**config.mk**
```make
export PLATFORM = sky130hd
export DESIGN_NAME = fpga_slave_fifo
export DESIGN_NICKNAME = d
export VERILOG_FILES = /design/src/rtl/fpga_slave_pkg.sv /design/src/rtl/fpga_slave_fifo_fifo.sv /design/src/rtl/fpga_slave_fifo.sv
export SDC_FILE = /design/constraint.sdc
export NUM_CORES = 1
export LEC_CHECK = 0
export CAP_MARGIN = 20
export CORE_MARGIN = 1.5
export CORE_UTILIZATION = 35
export CTS_BUF_LIST = sky130_fd_sc_hd__clkbuf_8
export CTS_CLUSTER_SIZE = 12
export DETAILED_ROUTE_END_ITERATION = 7
export GPL_TIMING_DRIVEN = 0
export PLACE_DENSITY = 0.63
export SYNTH_ARGS = -nofsm -noshare
export SYNTH_HDL_FRONTEND = slang
export SYNTH_SLANG_ARGS = --single-unit
```
**constraint.sdc**
```tcl
create_clock -name clk -period 5.94 [get_ports clk]
set_input_delay 1.188 -clock clk [delete_from_list [all_inputs] [get_ports clk]]
set_output_delay 1.188 -clock clk [all_outputs]
set_load 0.01 [all_outputs]
```
**src/rtl/fpga_slave_pkg.sv**
```systemverilog
// Shared command codes and FSM state type for the FPGA slave receive buffer.
package fpga_slave_pkg;

  localparam logic [3:0] CMD_READ   = 4'b0001;
  localparam logic [3:0] CMD_STATUS = 4'b0110;
  localparam logic [3:0] CMD_CLEAR  = 4'b1100;

  typedef enum logic {
    ST_IDLE,
    ST_SHIFT
  } state_e;

endpackage

```
**src/rtl/fpga_slave_fifo_fifo.sv**
```systemverilog
// Synchronous DEPTH-entry FIFO with clear, used as the receive queue.
// DEPTH need not be a power of two; the pointers wrap explicitly.
module slave_fifo #(
  parameter int DATA_W = 8,
  parameter int DEPTH  = 8,
  localparam int PTR_W = (DEPTH > 1) ? $clog2(DEPTH) : 1,
  localparam int CNT_W = $clog2(DEPTH + 1)
) (
  input  logic              clk,
  input  logic              rst,
  input  logic              push_i,
  input  logic              pop_i,
  input  logic              clear_i,
  input  logic [DATA_W-1:0] wdata_i,
  output logic [DATA_W-1:0] rdata_o,
  output logic              full_o,
  output logic              empty_o,
  output logic [CNT_W-1:0]  count_o,
  output logic              drop_o
);

  logic [DATA_W-1:0] mem_q [DEPTH];
  logic [PTR_W-1:0]  rd_ptr_q, rd_ptr_d;
  logic [PTR_W-1:0]  wr_ptr_q, wr_ptr_d;
  logic [CNT_W-1:0]  count_q, count_d;
  logic              doPop;
  logic              doPush;

  assign full_o  = (count_q == CNT_W'(DEPTH));
  assign empty_o = (count_q == '0);
  assign count_o = count_q;
  assign rdata_o = mem_q[rd_ptr_q];

  // A pop frees a slot in the same cycle, so a push into a full FIFO is kept
  // when it coincides with a pop; clear overrides both and never flags a drop.
  assign doPop  = pop_i & ~empty_o & ~clear_i;
  assign doPush = push_i & ~clear_i & (~full_o | doPop);
  assign drop_o = push_i & ~clear_i & full_o & ~doPop;

  // Next pointer and occupancy values.
  always_comb begin
    rd_ptr_d = rd_ptr_q;
    wr_ptr_d = wr_ptr_q;
    count_d  = count_q;
    if (clear_i) begin
      rd_ptr_d = '0;
      wr_ptr_d = '0;
      count_d  = '0;
    end else begin
      if (doPop) begin
        rd_ptr_d = (rd_ptr_q == PTR_W'(DEPTH - 1)) ? '0 : rd_ptr_q + PTR_W'(1);
      end
      if (doPush) begin
        wr_ptr_d = (wr_ptr_q == PTR_W'(DEPTH - 1)) ? '0 : wr_ptr_q + PTR_W'(1);
      end
      if (doPush && !doPop) begin
        count_d = count_q + CNT_W'(1);
      end else if (doPop && !doPush) begin
        count_d = count_q - CNT_W'(1);
      end
    end
  end

  // Pointer and occupancy registers with synchronous active-low reset.
  always_ff @(posedge clk) begin
    if (!rst) begin
      rd_ptr_q <= '0;
      wr_ptr_q <= '0;
      count_q  <= '0;
    end else begin
      rd_ptr_q <= rd_ptr_d;
      wr_ptr_q <= wr_ptr_d;
      count_q  <= count_d;
    end
  end

  // Storage array; contents are don't-care after reset, so it has none.
  always_ff @(posedge clk) begin
    if (doPush) begin
      mem_q[wr_ptr_q] <= wdata_i;
    end
  end

endmodule

```
**src/rtl/fpga_slave_fifo.sv**
```systemverilog
// FPGA-side receive buffer: queues parallel words and serialises them MSB
// first to the ARM host on its sclk, with read/status/clear commands.
import fpga_slave_pkg::*;

module fpga_slave_fifo #(
  parameter int DATA_W = 8,
  parameter int DEPTH  = 8,
  parameter int CMD_W  = 4
) (
  input  logic              clk,
  input  logic              rst,
  input  logic              sclk,
  input  logic              in_enable,
  input  logic [DATA_W-1:0] in_data,
  input  logic              cmd_valid,
  input  logic [CMD_W-1:0]  from_ARM,
  output logic              to_ARM,
  output logic              out_enable,
  output logic [DATA_W-1:0] out_data,
  output logic              dirty,
  output logic              overflow,
  output logic              busy
);

  localparam int CNT_W = $clog2(DEPTH + 1);
  localparam int BIT_W = (DATA_W > 1) ? $clog2(DATA_W) : 1;

  state_e            state_q, state_d;
  logic [DATA_W-1:0] shreg_q, shreg_d;
  logic [BIT_W-1:0]  bitcnt_q, bitcnt_d;
  logic [DATA_W-1:0] out_data_q, out_data_d;
  logic              out_enable_q, out_enable_d;
  logic              overflow_q, overflow_d;
  logic              sclk_q;

  logic              sclkRise;
  logic              fifoPop;
  logic              fifoClear;
  logic [DATA_W-1:0] fifoRdata;
  logic              fifoFull;
  logic              fifoEmpty;
  logic [CNT_W-1:0]  fifoCount;
  logic              fifoDrop;
  logic [DATA_W-2:0] countExt;

  slave_fifo #(
    .DATA_W (DATA_W),
    .DEPTH  (DEPTH)
  ) u_fifo (
    .clk     (clk),
    .rst     (rst),
    .push_i  (in_enable),
    .pop_i   (fifoPop),
    .clear_i (fifoClear),
    .wdata_i (in_data),
    .rdata_o (fifoRdata),
    .full_o  (fifoFull),
    .empty_o (fifoEmpty),
    .count_o (fifoCount),
    .drop_o  (fifoDrop)
  );

  // Only rising sclk edges seen while shifting advance the frame; a level
  // already high when the frame starts is not an edge since sclk_q tracks it.
  assign sclkRise = sclk & ~sclk_q;

  assign to_ARM     = (state_q == ST_SHIFT) & shreg_q[DATA_W-1];
  assign busy       = (state_q == ST_SHIFT);
  assign out_enable = out_enable_q;
  assign out_data   = out_data_q;
  assign dirty      = ~fifoEmpty;
  assign overflow   = overflow_q;

  // Status payload is the occupancy widened to fill the bits below overflow.
  always_comb begin
    countExt = '0;
    countExt[CNT_W-1:0] = fifoCount;
  end

  // Command decode in IDLE and frame shifting in SHIFT.
  always_comb begin
    state_d      = state_q;
    shreg_d      = shreg_q;
    bitcnt_d     = bitcnt_q;
    out_data_d   = out_data_q;
    out_enable_d = 1'b0;
    fifoPop      = 1'b0;
    fifoClear    = 1'b0;
    case (state_q)
      ST_IDLE: begin
        if (cmd_valid) begin
          if (from_ARM == CMD_READ) begin
            state_d  = ST_SHIFT;
            bitcnt_d = '0;
            if (!fifoEmpty) begin
              fifoPop      = 1'b1;
              shreg_d      = fifoRdata;
              out_data_d   = fifoRdata;
              out_enable_d = 1'b1;
            end else begin
              shreg_d = '0;
            end
          end else if (from_ARM == CMD_STATUS) begin
            state_d  = ST_SHIFT;
            bitcnt_d = '0;
            shreg_d  = {overflow_q, countExt};
          end else if (from_ARM == CMD_CLEAR) begin
            fifoClear = 1'b1;
          end
        end
      end
      ST_SHIFT: begin
        if (sclkRise) begin
          shreg_d  = {shreg_q[DATA_W-2:0], 1'b0};
          bitcnt_d = bitcnt_q + BIT_W'(1);
          if (bitcnt_q == BIT_W'(DATA_W - 1)) begin
            state_d = ST_IDLE;
          end
        end
      end
      default: state_d = ST_IDLE;
    endcase
  end

  // Sticky overflow: set by a dropped push, cleared only by CLEAR or reset.
  always_comb begin
    overflow_d = overflow_q | fifoDrop;
    if (fifoClear) begin
      overflow_d = 1'b0;
    end
  end

  // State, shift register and output registers with synchronous active-low reset.
  always_ff @(posedge clk) begin
    if (!rst) begin
      state_q      <= ST_IDLE;
      shreg_q      <= '0;
      bitcnt_q     <= '0;
      out_data_q   <= '0;
      out_enable_q <= 1'b0;
      overflow_q   <= 1'b0;
      sclk_q       <= 1'b0;
    end else begin
      state_q      <= state_d;
      shreg_q      <= shreg_d;
      bitcnt_q     <= bitcnt_d;
      out_data_q   <= out_data_d;
      out_enable_q <= out_enable_d;
      overflow_q   <= overflow_d;
      sclk_q       <= sclk;
    end
  end

endmodule
```
# Word level (Yosys, flattened, before mapping)
# Memory sizes are Yosys's and may differ from the RTL's. A register that Yosys moved wholly into a read port is not among the register bits.
# Index checks and enable logic that the tools add are counted.
[totals]
register_bits = 33
ramBits = 64
in_bits = 17
output_inout_bits = 13
elab_cells = 86
n_memories = 1
[classes]
n_addsub = 5
eq_ne = 10
mux = 34
bitwise = 17
n_reduce_logical = 9
[mem_list]
columns = ["name", "depth", "word_bits", "rd", "rd_ports_with_merged_regs", "write_ports", "line_no", "source"]
rows = [
  ["u_fifo.mem_q", 8, 8, 1, 1, 1, "fpga_slave_fifo_fifo.sv:22", "logic [DATA_W-1:0] mem_q [DEPTH];"],
]
[ops]
columns = ["operator", "n"]
rows = [
  ["8-bit two-way mux", 5],
  ["3-bit two-way mux", 8],
  ["1-bit two-way mux", 16],
  ["8-bit one-hot mux with 2 select lines", 1],
  ["3-bit by 1-bit adder with 3-bit output, second input constant", 3],
  ["3-bit == test, second input constant", 3],
  ["1-bit bitwise AND", 8],
  ["4-bit == test, second input constant", 2],
  ["4-bit two-way mux", 2],
  ["1-bit NOT", 7],
  ["3-bit one-hot mux with 2 select lines", 1],
  ["4-bit by 1-bit adder with 4-bit output, second input constant", 1],
  ["4-bit by 1-bit == test with 1-bit output, second input constant", 1],
  ["4-bit by 3-bit == test with 1-bit output, second input constant", 1],
  ["4-bit logical NOT", 1],
  ["4-bit AND reduction", 1],
  ["4-bit by 1-bit subtractor with 4-bit output, second input constant", 1],
  ["3-bit != test, second input constant", 1],
  ["3-bit AND reduction", 1],
  ["1-bit logical AND", 2],
  ["1-bit logical NOT", 2],
  ["2-bit by 1-bit != test with 1-bit output, second input constant", 1],
  ["2-bit != test, second input constant", 1],
  ["1-bit OR", 2],
  ["other kinds (3)", 3],
]

# Logic depth before layout (Yosys ltp)
# Gate-level depths: netlist (run 1).
[depth]
ltp_word = 14
ltp_mapped = 12
depth_no_buf = 11

# By module
# From an unflattened synthesis (run 1), not the netlist that was laid out.
[hier_totals]
hier_cells = 290
hier_area_um2 = 4239.1
[modules_own_cells]
columns = ["mod", "n_inst", "cells_per_inst", "area_per_inst_um2", "seq_area_each_um2"]
rows = [
  ["slave_fifo", 1, 171, 3181.8, 2182.1],
  ["fpga_slave_fifo", 1, 119, 1057.3, 460.4],
]

# Worst setup path after synthesis (run 1)
# OpenSTA, ideal clock, no wires.
[synth_path]
path_type = "input to register"
from = "input port from_ARM[1]"
to = "register u_fifo.count_q[3] (netlist: u_fifo.count_o[3])"
setup_time_ns = 0.121
arrival_time_ns = 3.709
required_time_ns = 5.819
slack_ns = 2.111
path_stages = 12
n_path_buf = 1
cell_sequence = "or4b_4 -> buf_6 -> o211ai_1 -> nand2_1 -> inv_1 -> ha_1 -> inv_1 -> ha_1 -> a21o_1 -> a21oi_1 -> mux2i_1 -> mux2_2"
[synth_via]
elab_chain_cells = 13
word_cells_on_any_way = 24
classes_between = "3 x eq/ne; 9 x mux; 6 x bitwise; 6 x reduce/logical"
[synth_rtl]
columns = ["element", "line_no", "source"]
rows = [
  ["start: declaration", "fpga_slave_fifo.sv:16", "input logic [CMD_W-1:0] from_ARM,"],
  ["4-bit == test", "fpga_slave_fifo.sv:107", "end else if (from_ARM == CMD_CLEAR) begin"],
  ["1-bit two-way mux", "fpga_slave_fifo.sv:107", ""],
  ["1-bit two-way mux", "fpga_slave_fifo.sv:103", "end else if (from_ARM == CMD_STATUS) begin"],
  ["1-bit two-way mux", "fpga_slave_fifo.sv:92", "if (from_ARM == CMD_READ) begin"],
  ["1-bit two-way mux", "fpga_slave_fifo.sv:91", "if (cmd_valid) begin"],
  ["1-bit two-way mux", "fpga_slave_fifo.sv:89", "case (state_q)"],
  ["1-bit NOT", "fpga_slave_fifo_fifo.sv:36, fpga_slave_fifo_fifo.sv:37", ""],
  ["1-bit bitwise AND", "fpga_slave_fifo_fifo.sv:36", "assign doPop = pop_i & ~empty_o & ~clear_i;"],
  ["1-bit OR", "fpga_slave_fifo_fifo.sv:37", "assign doPush = push_i & ~clear_i & (~full_o | doPop);"],
  ["1-bit bitwise AND *", "fpga_slave_fifo_fifo.sv:37", ""],
  ["named net u_fifo.doPush", "fpga_slave_fifo_fifo.sv:27", "logic doPush;"],
  ["1-bit logical NOT", "fpga_slave_fifo_fifo.sv:58", "end else if (doPop && !doPush) begin"],
  ["1-bit logical AND", "fpga_slave_fifo_fifo.sv:58", ""],
  ["2-bit nonzero test (no source line)", "-", ""],
  ["end signal: assignment", "fpga_slave_fifo_fifo.sv:73", "count_q <= count_d;"],
  ["end: declaration", "fpga_slave_fifo_fifo.sv:25", "logic [CNT_W-1:0] count_q, count_d;"],
]
# The timed path passes the listed nets; every way through them passes the cells marked *.
# A chain may end at the register's enable or synchronous reset.

# Worst setup path after layout (run 1)
# Ends and elaborated chain as after synthesis.

==> flow_metrics.tcl, run 1 <==
set metrics [dict create \
    total_power_mw 1.41 \
    ff2ff_path_depth 12 \
    final_area_um2 4880 \
    finalSetupViolCount 0 \
    fin_nets 357 \
    rsz0062_at_grt "no" \
    clock_skew_ns 0.0123 \
    end_kind "flip-flop" \
    grt_max_degree 20 \
    avgRoutedWirePerCell_um 16.8 \
    numCtsBuffers 9 \
    grt_first_pass_wirelength_mm 12.8 \
    die_h_um 112 \
    fin_crit_ns 4.27 \
    area_growth_pct 17.0 \
    vias_per_cell 5.18 \
    initial_core_util 0.362 \
    vias 2477 \
    clockPowerShare 0.293 \
    synth_area_per_cell_um2 14.5 \
    p_int_mw 1.03 \
    drc_errors 3 \
    cp_max_fo 9 \
    fmax_mhz 234 \
    p_per_area_nw_per_um2 290 \
    min_path_type "flip-flop to flip-flop" \
    drv_slew 0 \
    ys_top_cells_by_count "edfxtp_1 (64), dfxtp_1 (36), nand2_1 (24), mux4_2 (16), a21oi_1 (12)" \
    ys_types 48 \
    ys_seq_area_frac 0.634 \
    antenna_found_initial 0 \
    cts_tree "done" \
    die-width_um 112 \
    clk_pin_slew_ns 0.09 \
    slowest_stage "or4b_4" \
    hold_buffers 0 \
    cts.sinks 100 \
    tns_ns 0 \
    std_cell_rows 39 \
    io_buffers 29 \
    yosysWarnings 0 \
    cts.repair.resized 0 \
    wl_mm 8.02 \
    violations "DRC" \
    start_kind "primary input" \
    drive_above_1_share 0.158 \
    fillers 1058 \
    final.period_utilization 0.718 \
    cp.arrival_ns 4.52 \
    drv_cap 0 \
    worst_pin_slew_ns 0.894 \
    yosys.area.top_type_share 0.461 \
    synth-edff-count 64 \
    crit_chain "clkdlybuf4s50_1, or4b_4, buf_6, o211ai_1, nand2_1, inv_1, ha_1, inv_1, ha_1, a21o_1, a21oi_1, mux2i_1, mux2_2" \
    cts-root-buf "clkbuf_8" \
    worstSetupPathType "primary input to flip-flop" \
    detailed_place_hpwl_mm 5.54 \
    status "finished, violations left" \
    p_comb_frac 0.141 \
    synthCells 287 \
    hold_slack_ns 0.483 \
    coreArea_um2 11500 \
    cts_buffer_depth 2 \
    dr.pass1.iters 8 \
    ys_ff_latch 100 \
    synth.area.top_cells "edfxtp_1 (46%), dfxtp_1 (17%), mux4_2 (8.6%), ha_1 (2.7%), mux2i_1 (2.4%)" \
    dieArea_um2 12600 \
    clk_latency_ns 0.37 \
    cts_max_level 3 \
    max-vdd-ir-drop_mv 0.229 \
    power.leakage_nw 1.73 \
    post_cts_buffers 0 \
    grt_overflow_total 0 \
    synth-main-ff-cell "edfxtp_1" \
    timing.slew.headroom 0.402 \
    grt_pass1_vias 2394 \
    yosysTopAreaCell "edfxtp_1" \
    grt_usage 0.134 \
    seqPwrFrac 0.567 \
    worstPathRequired_ns 6.20 \
    switching_share 0.271 \
    slowest_delay_ns 0.56 \
    switchingPower_mw 0.383 \
    synth_nets 314 \
    synth_most_common_cell "edfxtp_1" \
    drtAntennaViolNets 0 \
    async_reset_ff_frac 0 \
    hold_depth 2 \
    globalplace.congestion 0.787 \
    num_antenna_cells 0 \
    dpl-instance-area_um2 4690 \
    synth_area_um2 4170 \
    ios 30 \
    finalHoldViolCount 0 \
    drtIter0Drc 137 \
]
-- state kept, by name, indices dropped and copies added (netlist names), named ones only --
register and cells:
bitcnt_q 3, busy 1, out_data 8, out_enable 1
overflow 1, sclk_q 1, shreg_q 8, u_fifo.count_o 4
u_fifo.mem_q 64, u_fifo.rd_ptr_q 3, u_fifo.wr_ptr_q 3
-- layer usage --
layer | routed length [um] | GRT usage | vias up
met1 | 3710 | 0.174 | 1220
met4 | 25 | 0.0329 | 0
met5 | 0 | 0 | -
li1 | - | - | 1197
met2 | 3880 | 0.219 | 58
met3 | 404 | 0.0443 | 2
-- path summary, 6_finish.rpt --
check                                  from                 to  slack [ns]
worst max-delay path            from_ARM[1]  u_fifo.count_o[3]        1.67
worst max register to register         busy  u_fifo.count_o[3]        2.79
worst min register to register   shreg_q[5]         shreg_q[6]        0.48
worst min-delay path             shreg_q[5]         shreg_q[6]        0.48
-- stage by stage --
step / instances / util / worst slack (ns)
after floorplan: 287 / - / 2.11
after global placement: 459 / 0.403 / 1.03
after detailed placement: 462 / 0.407 / 1.31
after CTS: 478 / 0.424 / 1.70
after global routing: 478 / 0.424 / 1.53
final: 478 / 0.424 / 1.67
-- power groups by stage --
stage	clock [mW]	combinational, mW	sequential (mW)
final	0.413	0.199	0.801
after global routing	0.448	0.218	0.805
after CTS	0.424	0.200	0.801
after detailed placement	0	0.199	0.817
after global placement	0	0.188	0.816
after floorplan	0	0.127	0.810
-- critical path, delay by kind of cell --
kind	cells	cell delay [ns]
compound gates	3	0.69
fa+ha+maj	2	0.45
mux	2	0.56
buf+inv	4	0.81
simple gates	2	0.82
-- kinds of logic (layout without fill, tap and decap cells) --
family / count (synthesis) / count (layout) / share of synthesized area
simple gates: 75 / 75 / 0.103
fa+ha+maj: 10 / 10 / 0.0318
flops: 100 / 100 / 0.634
buf+inv: 22 / 70 / 0.0231
xor+xnor: 2 / 2 / 0.00420
compound gates: 51 / 51 / 0.0906
mux: 27 / 27 / 0.113
-- cell usage in the layout (no fill, tap or decap), types with 5 or more instances in the layout --
cell	instances
edfxtp_1	64
dfxtp_1	36
clkdlybuf4s50_1	29
nand2_1	24
mux4_2	16
a21oi_1	12
nor2_1	11
mux2i_1	10
o211a_1	9
ha_1	9
clkbuf_8	9
clkbuf_1	8
nand3b_1	8
inv_1	5
buf_2	5
o31ai_1	5
-- cell type report --
cell class / count / area (um^2) / share of cell area
well taps: 143 / 179 / 0.0367
clock buffers: 9 / 124 / 0.0254
repair buffers: 32 / 313 / 0.0641
multi-input cells: 165 / 1460 / 0.299
plain buffers: 17 / 77.6 / 0.0159
inverters: 5 / 18.8 / 0.00385
clock inverters: 7 / 67.6 / 0.0138
flip-flops and latches: 100 / 2640 / 0.542
Note: power is estimated with default switching activity, not from simulation.
==> run 2: changes to the inputs <==
Settings changed: PLACE_DENSITY 0.63 to 0.65.
Clock period 5.94 ns to 3.66 ns, I/O delays scaled along.
==> flow_metrics.tcl, run 2 (synthesized netlist as in run 1, its figures left out) <==
set metrics [dict create \
    violations "DRC" \
    p_comb_frac 0.140 \
    switchingPower_mw 0.611 \
    seqPwrFrac 0.552 \
    drv_cap 0 \
    grt_overflow_total 0 \
    worstPathRequired_ns 3.94 \
    min_from "shreg_q[4]" \
    fin_nets 360 \
    avgRoutedWirePerCell_um 16.5 \
    die_h_um 112 \
    min_path_type "flip-flop to flip-flop" \
    reg2reg_slack_ns 0.74 \
    cp_max_fo 9 \
    fmax_mhz 289 \
    hold_depth 2 \
    largest_reg_flops 64 \
    final_area_um2 4910 \
    clk_latency_ns 0.38 \
    worst_pin_slew_ns 0.859 \
    mostFrequentLayoutCells "edfxtp_1 (64), dfxtp_1 (36), clkdlybuf4s50_1 (29)" \
    ff2ff_path_depth 12 \
    tns_ns 0 \
    drc_errors 6 \
    end_kind "flip-flop" \
    area_growth_pct 17.8 \
    fin_crit_ns 3.46 \
    dr.pass1.iters 6 \
    multi_input_area_um2 1450 \
    grt_usage 0.135 \
    die-width_um 112 \
    switching_share 0.260 \
    p_per_area_nw_per_um2 479 \
    min_to "shreg_q[5]" \
    cts-root-buf "clkbuf_8" \
    drtAntennaViolNets 0 \
    fillers 1054 \
    vias_per_cell 5.08 \
    final.period_utilization 0.945 \
    vias 2444 \
    grt_first_pass_wirelength_mm 12.8 \
    top_register "u_fifo.mem_q" \
    dieArea_um2 12600 \
    hold_slack_ns 0.482 \
    cts_max_level 3 \
    cts_buffer_depth 2 \
    cts_tree "done" \
    drv_slew 0 \
    globalplace.congestion 0.764 \
    grt_max_degree 19 \
    hold_buffers 0 \
    num_antenna_cells 0 \
    detailed_place_hpwl_mm 5.58 \
    numCtsBuffers 9 \
    p_int_mw 1.74 \
    finish.utilization 0.426 \
    r2r_end "u_fifo.count_o[3]" \
    power.leakage_nw 1.75 \
    ff_latch_area_um2 2640 \
    dpl-instance-area_um2 4680 \
    ios 30 \
    io_buffers 29 \
    grt_pass1_vias 2466 \
    timing.slew.headroom 0.425 \
    drive_above_1_share 0.163 \
    clockPowerShare 0.308 \
    rsz0062_at_grt "no" \
    antenna_found_initial 0 \
    worstSetupPathType "primary input to flip-flop" \
    start_kind "primary input" \
    r2r-start "busy" \
    finalHoldViolCount 0 \
    final_common_cell "edfxtp_1" \
    clock_skew_ns 0.00800 \
    status "finished, violations left" \
    drtIter0Drc 90 \
    coreArea_um2 11500 \
    wl_mm 7.94 \
    finalSetupViolCount 0 \
    initial_core_util 0.362 \
    std_cell_rows 39 \
    max-vdd-ir-drop_mv 0.326 \
    cts.sinks 100 \
    clk_pin_slew_ns 0.10 \
    cp.arrival_ns 3.74 \
]
-- run 2: through the flow --
step,instances,power (mW),worst slack (ns)
2_1_floorplan,287,1.52,0.287
3_3_place_gp,459,1.63,-0.856
3_5_place_dp,462,1.65,-0.513
4_1_cts,479,2.38,0.0888
5_1_grt,481,2.47,0.0227
6_report,481,2.35,0.200
-- run 2: worst max-delay path by stage --
stage,cells past startpoint,startpoint,to
finish,13,from_ARM[1],u_fifo.count_o[3]
global route,13,from_ARM[1],u_fifo.count_o[3]
CTS,13,from_ARM[1],u_fifo.count_o[3]
detailed placement,13,from_ARM[1],u_fifo.count_o[3]
global placement,6,from_ARM[1],u_fifo.mem_q[0][2]
floorplan,12,from_ARM[1],u_fifo.count_o[3]
-- run 2: routing by layer --
layer / part of all wire / vias to the layer above / global-route usage
met2: 0.48 / 41 / 0.220
li1: - / 1209 / -
met1: 0.47 / 1182 / 0.173
met5: 0 / - / 0
met4: 0.015 / 0 / 0.0430
met3: 0.037 / 12 / 0.0405
-- run 2: repair_timing --
action,4_1_cts,5_1_grt
endpoints found under the setup margin,1,1
setup buffers,1,1
resized for setup,1,0
pin swaps,1,2
-- run 2: area by class of cell --
cell class | count | share of cell area
well taps | 143 | 0.0364
plain buffers | 17 | 0.0158
multi-input cells | 165 | 0.296
repair buffers | 35 | 0.0683
clock buffers | 9 | 0.0252
inverters | 5 | 0.00382
flip-flops and latches | 100 | 0.538
clock inverters | 7 | 0.0163
-- run 2: power groups by stage --
stage	combinational (mW)	sequential (mW)	clock (mW)
after CTS	0.328	1.30	0.748
after global routing	0.371	1.31	0.789
after global placement	0.305	1.32	0
after floorplan	0.206	1.31	0
final	0.329	1.30	0.725
after detailed placement	0.322	1.33	0
-- run 2: critical path, cell delays in order --
cell and delay (ns):
clkdlybuf4s50_1 0.46, or4b_4 0.56, buf_6 0.15, o211ai_1 0.24, nand2_2 0.09, inv_1 0.06, ha_1 0.16, inv_1 0.09
ha_1 0.28, a21o_1 0.17, a21oi_1 0.18, mux2i_1 0.23, mux2_2 0.34
==> RTL change, RTL diff (settings of run 2) <==
Put a register stage on the outputs `to_ARM`, `dirty` and `busy`, without a reset. The values now appear one clock later. The other outputs are not delayed to match.
--- a/src/rtl/fpga_slave_fifo.sv
+++ b/src/rtl/fpga_slave_fifo.sv
@@ -64,11 +64,13 @@
   // already high when the frame starts is not an edge since sclk_q tracks it.
   assign sclkRise = sclk & ~sclk_q;
 
-  assign to_ARM     = (state_q == ST_SHIFT) & shreg_q[DATA_W-1];
-  assign busy       = (state_q == ST_SHIFT);
+  always_ff @(posedge clk) begin
+    to_ARM <= (state_q == ST_SHIFT) & shreg_q[DATA_W-1];
+    dirty  <= ~fifoEmpty;
+    busy   <= (state_q == ST_SHIFT);
+  end
   assign out_enable = out_enable_q;
   assign out_data   = out_data_q;
-  assign dirty      = ~fifoEmpty;
   assign overflow   = overflow_q;
 
   // Status payload is the occupancy widened to fill the bits below overflow.
Behaviour: not the same (Yosys sat finds a counterexample within 4 cycles, from zero or initial values and one cycle with rst low).
==> RTL change against run 2 <==
Area after synthesis up 1.2%; sequential cell count is 3 higher; worst setup slack improved by 0.023 ns; sequential power up 3%; design area up 0.46%; total power shrank 3.1%; wire length rose by 2.6%; synthesized cell count is 0.70% higher; global-route usage up 0.37 points; sequential share of layout area grew 0.97 points; critical path type unchanged; critical endpoint unchanged; largest cell class unchanged.
==> RTL change: results (changes against run 2) <==
status:
  status: "complete, no violations"
routing:
  drt_iter0_markers: 181  # +100%
  via_per_inst: 5.26  # +3.5%
  dr.pass1.iters: 5  # -1
timing:
  post-route-min-period_ns: 3.44  # -0.0227 ns
  clock-skew-final_ns: 0.00804  # +0.0000387 ns
  tightest_slew_ns: 0.921  # +0.0611 ns
synth:
  synthTopCellsByCount: "edfxtp_1 (64), dfxtp_1 (39), nand2_1 (26)"
  ys_types: 49  # +2.1%
  syn_avg_cell_area_um2: 14.6  # +0.50%
critical_path:
  arrival_ns: 3.70  # -0.04 ns
placement:
  post-dp-hpwl_um: 5670  # +1.7%
  gp_congestion: 0.733  # -4.1%
  place_area_um2: 4750  # +1.4%
  dp_slack_ns: -0.377  # +0.137 ns
global_routing:
  grt_usage_pct: 13.8  # +0.37 points
  grt_max_degree: 17  # -2
  grt_pass1_wl_um: 13300  # +4.0%
finish:
  multi_input_area_share_pct: 29.4  # -0.19 points
  clkCellAreaFrac_pct: 3.37  # -0.78 points
  drive_gt1_share_pct: 16.2  # -0.096 points
  nMultiInputCombCells: 164  # -0.61%
  n_sequential_cell: 103  # +3.0%
  n_fill_cell: 1021  # -3.1%
pwr:
  irDropWorstVdd_mv: 0.277  # -15%
  leakagePower_nw: 1.78  # +1.5%
clock_tree:
  cts_resized: 0  # -1
-- RTL change: cell count changes in the layout (fill, tap and decap cells not counted), sizes merged, moves of 3 or more --
cell    before  now
nand2       24   27
o221ai       0    4
dfxtp       36   39
o211a        9   12
a31oi        3    0
inv         11    7
clkinv       0    4
o31ai        5    2
-- RTL change: power groups by stage --
stage,clock network (W),registers (W),logic (W)
floorplan,0,0.00136,0.000198
global placement,0,0.00136,0.000297
detailed placement,0,0.00137,0.000317
CTS,0.000639,0.00134,0.000321
global route,0.000683,0.00135,0.000366
finish,0.000614,0.00134,0.000326
-- RTL change: logic make-up (layout without fill, tap and decap cells) --
kind of cell	Yosys count	count (layout)	synth area share, %
AOI/OAI and AO/OA	50	50	9.25
buffers and inverters	22	73	2.28
DFF	103	103	64.1
adders and majority gates	10	10	3.14
and+or+nand+nor	75	75	9.67
muxes	27	27	11.2
xor gates and xnor gates	2	2	0.415
-- RTL change: per-layer routing --
metal,GRT usage [%],up-vias,share of wire [%]
met5,0,-,0
met3,4.23,9,5.3
met4,3.54,0,1.1
met2,22.1,44,47
met1,18.5,1274,46
li1,-,1212,-
-- RTL change: how the worst min path moves through the flow --
| stage | from | to | slack, ns | depth (start not counted) |
|---|---|---|---|---|
| after floorplan | state_q | busy | 0.37 | 0 |
| after global placement | state_q | busy | 0.42 | 0 |
| after detailed placement | state_q | busy | 0.44 | 0 |
| after CTS | state_q | busy | 0.45 | 0 |
| after global routing | state_q | busy | 0.47 | 0 |
| final | state_q | busy | 0.44 | 0 |
-- RTL change: through the flow --
stage	setup TNS [ns]	instances	utilization [%]
global placement	-28.91	461	40.5
finish	0	483	42.7
floorplan	0	289	-
detailed placement	-0.910	465	41.0
global route	0	483	42.7
CTS	0	482	42.5
